## src/rtl/arith_dec_renorm.sv

```systemverilog
// Arithmetic-decoder range renormalization with byte-wise window refill.
// Define ARITH_DEC_STATS_EN to enable the byte/shift statistics counters.
module arith_dec_renorm #(
    parameter int RANGE_WIDTH  = 16,
    parameter int D_SIZE       = 5,
    parameter int WINDOW_WIDTH = 32
) (
    input  logic                    clk,
    input  logic                    reset_n,
    input  logic                    init,
    input  logic                    byte_valid,
    output logic                    byte_ready,
    input  logic [7:0]              byte_data,
    input  logic                    byte_last,
    input  logic                    req_valid,
    output logic                    req_ready,
    input  logic [RANGE_WIDTH-1:0]  req_rng,
    input  logic [WINDOW_WIDTH-1:0] req_dif,
    output logic                    out_valid,
    input  logic                    out_ready,
    output logic [RANGE_WIDTH-1:0]  out_rng,
    output logic [WINDOW_WIDTH-1:0] out_dif,
    output logic                    err,
    output logic [31:0]             stat_bytes,
    output logic [31:0]             stat_shifts
);
    localparam int CW = D_SIZE + 2;
    localparam int SW = CW + 2;
    localparam logic [RANGE_WIDTH-1:0]  RNG_MSB  = RANGE_WIDTH'(1) << (RANGE_WIDTH - 1);
    localparam logic [WINDOW_WIDTH-1:0] DIF_INIT = {1'b0, {(WINDOW_WIDTH-1){1'b1}}};
    localparam logic signed [CW-1:0]    CNT_INIT = CW'(-15);
    localparam logic [D_SIZE-1:0]       D_ZERO   = D_SIZE'(RANGE_WIDTH - 1);

    typedef enum logic [2:0] {IDLE, INIT_FILL, READY, SHIFT, FILL, RESP} state_t;

    state_t                   state_reg, state_next;
    logic [WINDOW_WIDTH-1:0]  dif_reg, dif_next;
    logic [RANGE_WIDTH-1:0]   rng_reg, rng_next;
    logic signed [CW-1:0]     cnt_reg, cnt_next;
    logic                     eos_reg, eos_next;
    logic                     err_reg, err_next;

    logic [D_SIZE-1:0]        lz, shift_d;
    logic                     rng_zero;
    logic                     fill_active, fill_step, init_take;
    logic [7:0]               fill_byte;
    logic [SW-1:0]            fill_shift;
    logic [WINDOW_WIDTH-1:0]  fill_word, ones_mask;
    logic signed [CW-1:0]     cnt_fill, cnt_shift;
    state_t                   fill_done_state;

    // Highest set bit wins because it is visited last.
    always_comb begin
        lz = D_SIZE'(RANGE_WIDTH);
        for (int i = 0; i < RANGE_WIDTH; i++) begin
            if (rng_reg[i]) lz = D_SIZE'(RANGE_WIDTH - 1 - i);
        end
    end

    assign rng_zero  = (rng_reg == '0);
    assign shift_d   = rng_zero ? D_ZERO : lz;
    assign cnt_shift = cnt_reg - $signed({2'b00, shift_d});
    assign ones_mask = ~({WINDOW_WIDTH{1'b1}} << shift_d);

    // After end of stream the window is padded with zero bytes, no handshake.
    assign fill_active = ((state_reg == INIT_FILL) || (state_reg == FILL)) && cnt_reg[CW-1];
    assign byte_ready  = fill_active && !eos_reg;
    assign fill_step   = fill_active && (eos_reg || byte_valid);
    assign fill_byte   = eos_reg ? 8'h00 : byte_data;
    assign fill_shift  = SW'(WINDOW_WIDTH - 24) - SW'(cnt_reg);
    assign fill_word   = {{(WINDOW_WIDTH-8){1'b0}}, fill_byte} << fill_shift;
    assign cnt_fill    = cnt_reg + CW'(8);
    assign fill_done_state = (state_reg == INIT_FILL) ? READY : RESP;

    assign init_take = init && ((state_reg == IDLE) || (state_reg == READY));
    assign req_ready = (state_reg == READY) && !init;
    assign out_valid = (state_reg == RESP);
    assign out_rng   = rng_reg;
    assign out_dif   = dif_reg;
    assign err       = err_reg;

    always_ff @(posedge clk or negedge reset_n) begin
        if (!reset_n) begin
            state_reg <= IDLE;
            dif_reg   <= '0;
            rng_reg   <= '0;
            cnt_reg   <= '0;
            eos_reg   <= 1'b0;
            err_reg   <= 1'b0;
        end else begin
            state_reg <= state_next;
            dif_reg   <= dif_next;
            rng_reg   <= rng_next;
            cnt_reg   <= cnt_next;
            eos_reg   <= eos_next;
            err_reg   <= err_next;
        end
    end

    always_comb begin
        state_next = state_reg;
        dif_next   = dif_reg;
        rng_next   = rng_reg;
        cnt_next   = cnt_reg;
        eos_next   = eos_reg;
        err_next   = err_reg;
        case (state_reg)
            IDLE: ;
            READY: begin
                if (req_valid) begin
                    rng_next   = req_rng;
                    dif_next   = req_dif;
                    state_next = SHIFT;
                end
            end
            INIT_FILL, FILL: begin
                if (!cnt_reg[CW-1]) begin
                    state_next = fill_done_state;
                end else if (fill_step) begin
                    dif_next = dif_reg ^ fill_word;
                    cnt_next = cnt_fill;
                    if (!eos_reg && byte_last) eos_next = 1'b1;
                    if (!cnt_fill[CW-1]) state_next = fill_done_state;
                end
            end
            SHIFT: begin
                // Ones shifted into the window: ((dif + 1) << d) - 1.
                rng_next   = rng_zero ? RNG_MSB : (rng_reg << shift_d);
                dif_next   = (dif_reg << shift_d) | ones_mask;
                cnt_next   = cnt_shift;
                if (rng_zero) err_next = 1'b1;
                state_next = cnt_shift[CW-1] ? FILL : RESP;
            end
            RESP: begin
                if (out_ready) state_next = READY;
            end
            default: state_next = IDLE;
        endcase
        if (init_take) begin
            dif_next   = DIF_INIT;
            rng_next   = RNG_MSB;
            cnt_next   = CNT_INIT;
            eos_next   = 1'b0;
            err_next   = 1'b0;
            state_next = INIT_FILL;
        end
    end

`ifdef ARITH_DEC_STATS_EN
    logic [31:0] stat_bytes_reg, stat_shifts_reg;

    always_ff @(posedge clk or negedge reset_n) begin
        if (!reset_n) begin
            stat_bytes_reg  <= '0;
            stat_shifts_reg <= '0;
        end else if (init_take) begin
            stat_bytes_reg  <= '0;
            stat_shifts_reg <= '0;
        end else begin
            if (fill_step) stat_bytes_reg <= stat_bytes_reg + 32'd1;
            if (state_reg == SHIFT) stat_shifts_reg <= stat_shifts_reg + 32'(shift_d);
        end
    end

    assign stat_bytes  = stat_bytes_reg;
    assign stat_shifts = stat_shifts_reg;
`else
    assign stat_bytes  = '0;
    assign stat_shifts = '0;
`endif

endmodule

```

## config.mk

```make
export PLATFORM = sky130hd
export DESIGN_NAME = arith_dec_renorm
export DESIGN_NICKNAME = d
export VERILOG_FILES = /design/src/rtl/arith_dec_renorm.sv
export SDC_FILE = /design/constraint.sdc
export NUM_CORES = 1
export LEC_CHECK = 0
export CAP_MARGIN = 30
export CORE_MARGIN = 2
export CORE_UTILIZATION = 40
export DETAILED_ROUTE_END_ITERATION = 12
export DONT_BUFFER_PORTS = 1
export PLACE_DENSITY = 0.6
export SLEW_MARGIN = 5
export SYNTH_ARGS = -nofsm -noshare
export SYNTH_HDL_FRONTEND = slang
export SYNTH_SLANG_ARGS = --single-unit
```

## constraint.sdc

```tcl
create_clock -name clk -period 4.9 [get_ports clk]
set_input_delay 0.98 -clock clk [delete_from_list [all_inputs] [get_ports clk]]
set_output_delay 0.98 -clock clk [all_outputs]
set_load 0.05 [all_outputs]
```

==> impl_metrics.tcl <==
set metrics [dict create \
    antenna_found_initial 1 \
    cts_made_buffers 9 \
    drive_gt1_share_pct 9.119 \
    ant_nets 0 \
    vias_per_cell 6.338 \
    cts-htree-levels 3 \
    cts_hold_repair.buffers 0 \
    clk_pin_slew_ns 0.07 \
    ys_ff_latch 60 \
    die_w_um 138.8 \
    cp_data_required_time_ns 5.11 \
    wirelength_mm 28.01 \
    hold_path.class "input pin to async pin" \
    nets 1034 \
    start_util_pct 40.57 \
    io_buffers 0 \
    cts_buffer_depth 2 \
    dieArea_mm2 0.01925 \
    synth_top_area_share_pct 20.67 \
    via_count 7574 \
    drt_iter0_drc 870 \
    grt_pass1_vias 6868 \
    path_class "flop to flop" \
    synth_area_leaders "dfrtp_1, mux2i_1, buf_4" \
    outcome "complete, no violations" \
    slew_violations 0 \
    fin_crit_ns 4.258 \
    timing.fmax_ghz 0.2348 \
    tritoncts "built" \
    ioPinCount 179 \
    async_flop_share_pct 100.0 \
    place_congestion 0.9613 \
    drv_cap 0 \
    nFillCells 1888 \
    syn_area_mm2 0.007263 \
    core_area_mm2 0.01790 \
    worst-slew-pin-transition_ns 0.9358 \
    finalCritPeriodShare_pct 86.90 \
    grt_max_degree 61 \
    finalSetupTns_ns 0 \
    ys_seq_area_share_pct 20.67 \
    synth_warnings 0 \
    setup_slack_ns 0.6418 \
    drcViolationCount 0 \
    cts_setup_buffers 0 \
    critPathArrivalTime_ns 4.47 \
    clockRootBuffer "clkbuf_16" \
    dp_hpwl_mm 21.14 \
    largest_register_ff_count 32 \
    critPathLaunchType "flop" \
    syn-instance-count 975 \
    dp_slack_ns 0.6994 \
    cts_resized 0 \
    hold_viol 0 \
    clk_latency_ns 0.36 \
    numClockSinks 60 \
    synth_edf_count 0 \
    finalClockSkew_ns 0.01065 \
    grt_setup_unrepaired "false" \
    grt_pass1_wl_mm 42.32 \
    cp_max_fo 33 \
    syn_area_per_cell_um2 7.449 \
    relSlewSlack_pct 37.13 \
    setup_viol 0 \
    synthDistinctLibCells 75 \
    fin_cells 1195 \
    endpoint_kind "flop" \
    track_usage_pct 28.12 \
    placed_cells 1179 \
    areaGrowthSynthToFinish_pct 4.755 \
    std_cell_rows 49 \
    wl_per_cell_um 23.44 \
    grt_overflow_total 0 \
    firstDrtPassIters 5 \
    die_y_um 138.8 \
    yosys.area.top_type "dfrtp_1" \
    synthFlopType "dfrtp_1" \
]
[layer usage]
layer	vias to the layer above	wire [um]	global-route usage (%)
li1	3430	-	-
met5	-	0	0
met2	474	12280	41.79
met1	3617	11710	38.93
met3	53	3357	8.667
met4	0	665	9.357
[worst max-delay path: stages, from the launching register on]
cell and delay [ns]:
dfrtp_1 0.65, or3_1 0.49, o21a_1 0.36, nor2_4 0.48
clkinv_4 0.43, ha_1 0.37, fa_1 0.43, nor2b_1 0.12
o21ai_0 0.08, nand2b_1 0.12, a211oi_1 0.09, xnor2_1 0.21
nor2_1 0.05, o21ai_0 0.13, o21ai_0 0.09
[synth_stat cells, drive strengths merged (13+ instances only)]
cell      n
xnor2    17
a221oi   15
nand2   111
o22ai    14
dfrtp    60
a22oi    17
a21oi    79
o21ai    74
xor2     13
mux2     16
nor2    100
nor3     28
clkbuf   34
inv      22
mux2i    66
buf      88
nand3    23
[kinds of logic after synthesis]
kind of cell               count (synthesis)  synth area share [%]
DFF                                       60                 20.67
and+or+nand+nor                          321                 20.19
AOI/OAI and AO/OA                        322                 29.41
xor gates and xnor gates                  30                 3.618
other                                      2                0.1034
muxes                                     84                 12.20
buffers and inverters                    146                 11.99
adders and majority gates                 10                 1.826
[path summary, 6_finish.rpt]
check	startpoint	slack, ns	cells after the start	end
worst max-delay path	out_rng[6]	0.64	14	state_reg[0]
worst min-delay path	reset_n	0.32	0	out_rng[15]
worst max register to register	out_rng[6]	0.64	14	state_reg[0]
worst min register to register	eos_reg	0.56	2	eos_reg
max in group asynchronous	reset_n	4.45	0	out_dif[28]
min in group clk	eos_reg	0.56	2	eos_reg
[area by class of cell]
type | count | area [um2] | share of cell area (%)
multi-input cells | 832 | 5137 | 67.52
flip-flops and latches | 60 | 1501 | 19.73
well taps | 229 | 286.5 | 3.766
repair buffers | 34 | 255.2 | 3.355
clock buffers | 11 | 252.7 | 3.322
inverters | 24 | 100.1 | 1.316
clock inverters | 4 | 72.57 | 0.9538
diodes | 1 | 2.502 | 0.03289
[through the flow]
stage | hold WS (ns) | area [um2] | util, %
after floorplan | 0.4837 | 7500 | -
after global placement | 0.5455 | 7273 | 40.63
after detailed placement | 0.5532 | 7281 | 40.67
after CTS | 0.3092 | 7606 | 42.49
after global routing | 0.3145 | 7606 | 42.49
final | 0.3198 | 7609 | 42.50
[placed cells by master, fill, tap and decap left out, types with 13 or more instances in the layout]
cell type  instances
buf_4             34
inv_1             20
dfrtp_1           60
nor3_1            28
a221oi_1          14
a22oi_1           17
mux2i_1           66
nand2_1          110
conb_1            65
a21oi_1           78
nand3_1           23
o21ai_0           73
o22ai_1           14
xnor2_1           17
xor2_1            13
mux2_2            16
nor2_1            98
Power is not shown: default switching activity piles up to over one toggle a cycle in this logic, so the estimate is an artifact.
